`src/rtl/lab9_seq_ctrl.sv`:
```
`default_nettype none
// +--------------------------------------------------------------------------+
// | lab9_seq_ctrl : word-in / result-out sequencer for a 3-bit serial       |
// | non-overlapping pattern detector.                     rev 1.0           |
// +--------------------------------------------------------------------------+
module lab9_seq_ctrl #(
   parameter int WIDTH = 8,
   parameter int CNT_W = $clog2(WIDTH + 1)
) (
   input  logic             clock,
   input  logic             rst,
   input  logic             in_valid,
   output logic             in_ready,
   input  logic [WIDTH-1:0] in_data,
   input  logic [2:0]       in_pattern,
   output logic             out_valid,
   input  logic             out_ready,
   output logic [CNT_W-1:0] out_count,
   output logic [CNT_W-1:0] out_last_pos,
   output logic             match_pulse,
   output logic             busy
);

   typedef enum logic [1:0] {
      IDLE  = 2'd0,
      SHIFT = 2'd1,
      DONE  = 2'd2
   } state_t;

   state_t             state;
   state_t             state_nxt;
   logic               ready_en;
   logic [WIDTH-1:0]   shreg;
   logic [2:0]         pat;
   logic [1:0]         win;
   logic [1:0]         fill;
   logic [CNT_W-1:0]   idx;
   logic [CNT_W-1:0]   count;
   logic [CNT_W-1:0]   last_pos;
   logic               pulse;
   logic               cur_bit;
   logic               accept;
   logic               hit;

   assign cur_bit = shreg[WIDTH-1];
   assign accept  = in_valid && in_ready;
   assign hit     = (state == SHIFT) && (fill == 2'd2) && ({win, cur_bit} == pat);

   always_comb begin
      state_nxt = state;
      in_ready  = 1'b0;
      out_valid = 1'b0;
      busy      = 1'b0;
      unique case (state)
         IDLE: begin
            // ready_en keeps in_ready low for the cycle right after reset release
            in_ready = ready_en;
            if (accept)
               state_nxt = SHIFT;
         end
         SHIFT: begin
            busy = 1'b1;
            if (idx == '0)
               state_nxt = DONE;
         end
         DONE: begin
            busy      = 1'b1;
            out_valid = 1'b1;
            if (out_ready)
               state_nxt = IDLE;
         end
         default: state_nxt = IDLE;
      endcase
   end

   always_ff @(posedge clock) begin
      if (rst) begin
         state    <= IDLE;
         ready_en <= 1'b0;
         shreg    <= '0;
         pat      <= '0;
         win      <= '0;
         fill     <= '0;
         idx      <= '0;
         count    <= '0;
         last_pos <= '0;
         pulse    <= 1'b0;
      end else begin
         state    <= state_nxt;
         ready_en <= 1'b1;
         pulse    <= hit;
         if (accept) begin
            shreg    <= in_data;
            pat      <= in_pattern;
            win      <= '0;
            fill     <= '0;
            idx      <= CNT_W'(WIDTH - 1);
            count    <= '0;
            last_pos <= '0;
         end else if (state == SHIFT) begin
            shreg <= shreg << 1;
            idx   <= idx - CNT_W'(1);
            if (hit) begin
               // a match consumes its three bits; the next one starts from scratch
               count    <= count + CNT_W'(1);
               last_pos <= idx;
               win      <= '0;
               fill     <= '0;
            end else begin
               win  <= {win[0], cur_bit};
               fill <= (fill == 2'd2) ? 2'd2 : fill + 2'd1;
            end
         end
      end
   end

   assign out_count    = count;
   assign out_last_pos = last_pos;
   assign match_pulse  = pulse;

endmodule
`default_nettype wire

```
`config.mk`:
```
export PLATFORM = sky130hd
export DESIGN_NAME = lab9_seq_ctrl
export DESIGN_NICKNAME = d
export VERILOG_FILES = /design/src/rtl/lab9_seq_ctrl.sv
export SDC_FILE = /design/constraint.sdc
export NUM_CORES = 1
export LEC_CHECK = 0
export BUFFER_PORTS_ARGS = -buffer_cell sky130_fd_sc_hd__buf_4
export CAP_MARGIN = 40
export CORE_AREA = 5 5 62 64
export CTS_CLUSTER_DIAMETER = 100
export DETAILED_ROUTE_END_ITERATION = 12
export DIE_AREA = 0 0 67 69
export HOLD_SLACK_MARGIN = 0.1
export PLACE_DENSITY = 0.62
export REMOVE_ABC_BUFFERS = 1
export SLEW_MARGIN = 5
export SYNTH_ARGS = -nofsm -noshare
export SYNTH_HDL_FRONTEND = slang
export SYNTH_SLANG_ARGS = --single-unit
```
`constraint.sdc`:
```
create_clock -name clock -period 2.14 [get_ports clock]
set_input_delay 0.321 -clock clock [delete_from_list [all_inputs] [get_ports clock]]
set_output_delay 0.321 -clock clock [all_outputs]
set_load 0.005 [all_outputs]
```
==> reports/metrics.cfg <==
[status]
status = completed

[worst_setup_path]
worstPathCellList = inv_1 > ha_1 > nand2_1 > or4_4 > or3_1 > a21oi_1
rr_endpoint = out_count[3]
cp_top_family = simple AND/OR/NAND/NOR gates
worstSetupPathType = reg -> reg
end_kind = flop
arrival_ns = 2.02
cp_slowest_cell = or4_4
slowest_delay_ns = 0.51
cp.required_ns = 2.40
r2r_start = state[1]
worst-r2r-setup-slack_ns = 0.38
cp.buffers_inverters = 1
crit_fanout = 13
ff2ff_path_depth = 6
start_kind = flop

[power_and_ir_drop]
power_frac_comb = 0.353
swShare = 0.340
intPower_mw = 1.16
power_frac_seq = 0.427
p_per_area_mw_per_mm2 = 1070
peakVddDrop_v = 0.000429
p_clk_frac = 0.220
finalPower_mw = 1.76
power_leakage_nw = 0.668
p_sw_mw = 0.599

[global_routing]
use_met1 = 0.157
use_met3 = 0.0422
grt_antenna_before_repair = 0
grt_max_degree = 19
track_usage = 0.135
grt_use_met2 = 0.210
grt-ovfl-total = 0
top_usage_layer = met2
grt_pass1_wl_mm = 4.80
grt_pass1_vias = 1114

[die]
rows = 21
fp.dieW_um = 67
dieArea_mm2 = 0.00462
start_util = 0.417
core_mm2 = 0.00323
ios = 27
die_h_um = 69

[placement]
dp_hpwl_mm = 2.00
gp_congestion = 0.830
place_area_mm2 = 0.00158
place_ws_ns = 0.400
dp_cells = 221
io_buffers = 26

[timing]
hold_violations = 0
worstMarginPinSlew_ns = 0.578
setup_viol = 0
maxSlewViolCount = 0
hold_ws_ns = 0.235
fmax_ghz = 0.569
rsz0062_at_grt = no
setup_slack_ns = 0.384
setup_tns_ns = 0
clock_skew_ns = 0.00787
timing.final.crit_share = 0.821
slew_headroom = 0.611
min_period_ns = 1.76

[finish]
area_growth_syn_to_layout_pct = 22.7
regArea_um2 = 621
design_area_mm2 = 0.00165
final_util = 0.511
diodes = 0
multi_input_area_um2 = 661
instances_no_fill = 229
drive_above_1_share = 0.208
nFillCells = 327
finalNetCount = 204

[hold_path]
worstHoldPathType = in -> reg
hold_depth = 3
hold_start = in_data[0]
min_to = shreg[0]

[detailed_routing]
wire_per_inst_um = 12.0
drt-total-wl_mm = 2.76
drt.antenna.violating_nets = 0
firstDrtPassIters = 4
drt_iter0_drc = 43
drc_errors = 0
vias = 1140
viasPerCell = 4.98

[cts]
ctsResizeCount = 0
cts.reportedPaths.clkPinSlew_ns = 0.09
htreeDepth = 2
cts_made_buffers = 5
cts_tree = yes
clockBufferDepth = 2
cts_setup_buffers = 0
cts-root-buf = clkbuf_4
cts.sinks = 31
clk_latency_ns = 0.33
ctsHoldBuffers = 0

[yosys]
yosys-top-cells-count = dfxtp_1, nand2_1, a21oi_1
synth-edff-count = 0
ys_seq_area_frac = 0.461
async_flop_share = 0
avgSynthCellArea_um2 = 8.69
synth_top_area_cell = dfxtp_1
ys_ff_latch = 31
ys.warnings.count = 0
netlist_area_mm2 = 0.00135
synth.area.top_cells = dfxtp_1, nand2_1, a21oi_1, mux2i_1, ha_1
synth.top_cell.area_share = 0.461
synth.most_common_cell = dfxtp_1
syn_inst = 155
synth_ff_type = dfxtp_1
ys_types = 27

[job]
cap_violations = 0

-- sequential cells by signal, indices dropped and copies added, names as in the netlist --
register and count:
state 2, fill 2, shreg 8, ready_en 1, out_count 4, idx 4, win 2, match_pulse 1
pat 3, out_last_pos 4
-- kinds of logic (layout without fill, tap and decap cells) --
group,count (synthesis),after routing,synth area share
adder cells (fa/ha/maj),7,7,0.0651
AND/OR/NAND/NOR,53,53,0.179
XOR/XNOR,7,7,0.0455
buffers and inverters,17,45,0.0483
flip-flops,31,31,0.461
multiplexers,9,9,0.0669
AO/OA/AOI/OAI,31,31,0.134
-- power by group through the flow --
stage | Clock [mW] | Sequential [mW] | Combinational [mW]
CTS | 0.404 | 0.751 | 0.633
global route | 0.429 | 0.767 | 0.701
finish | 0.388 | 0.750 | 0.621
global placement | 0 | 0.761 | 0.610
floorplan | 0 | 0.745 | 0.444
detailed placement | 0 | 0.765 | 0.627
-- routing by layer --
layer / routed length [um] / vias up
li1: - / 578
met1: 1220 / 517
met2: 1260 / 35
met3: 179 / 10
met4: 91 / 0
met5: 0 / -
-- placed cells by master (no fill, tap or decap) --
master    count
clkbuf_1      1
clkbuf_4      5
a221oi_1      1
and2_1        1
o21ai_0       1
ha_1          7
dfxtp_1      31
buf_4        28
a21oi_1      18
xor2_1        4
a211oi_1      8
inv_2         1
or3b_1        1
xnor2_1       3
clkbuf_8      2
o21ai_1       2
and3_1        1
or4_4         1
nand3_1       5
nor2b_1       1
nor2_1       13
inv_1         8
nor4_2        1
mux2i_1       9
nor4_1        1
nand2_1      26
or3_1         2
a31oi_1       1
-- worst max path at each step --
stage                         from           end  slack, ns  cells after the start
after floorplan           state[1]  out_count[3]     -0.004                      6
after global placement    state[1]  out_count[3]       0.46                      6
after detailed placement  state[1]  out_count[3]       0.40                      6
after CTS                 state[1]  out_count[3]       0.38                      6
after global routing      state[1]  out_count[3]       0.26                      6
final                     state[1]  out_count[3]       0.38                      6
-- worst register-to-register path, cell delays in order, from the launching register on --
cell and delay, ns:
dfxtp_1 0.33, inv_1 0.08, ha_1 0.18, nand2_1 0.09, or4_4 0.51, or3_1 0.37, a21oi_1 0.14
-- area by class of cell --
type,count,share of cell area
multi-input combinational,107,0.400
tap,46,0.0348
sequential,31,0.376
timing repair buffer,28,0.127
inverter,9,0.0205
clock buffer,8,0.0417
Note: power is estimated with default switching activity, not from simulation.
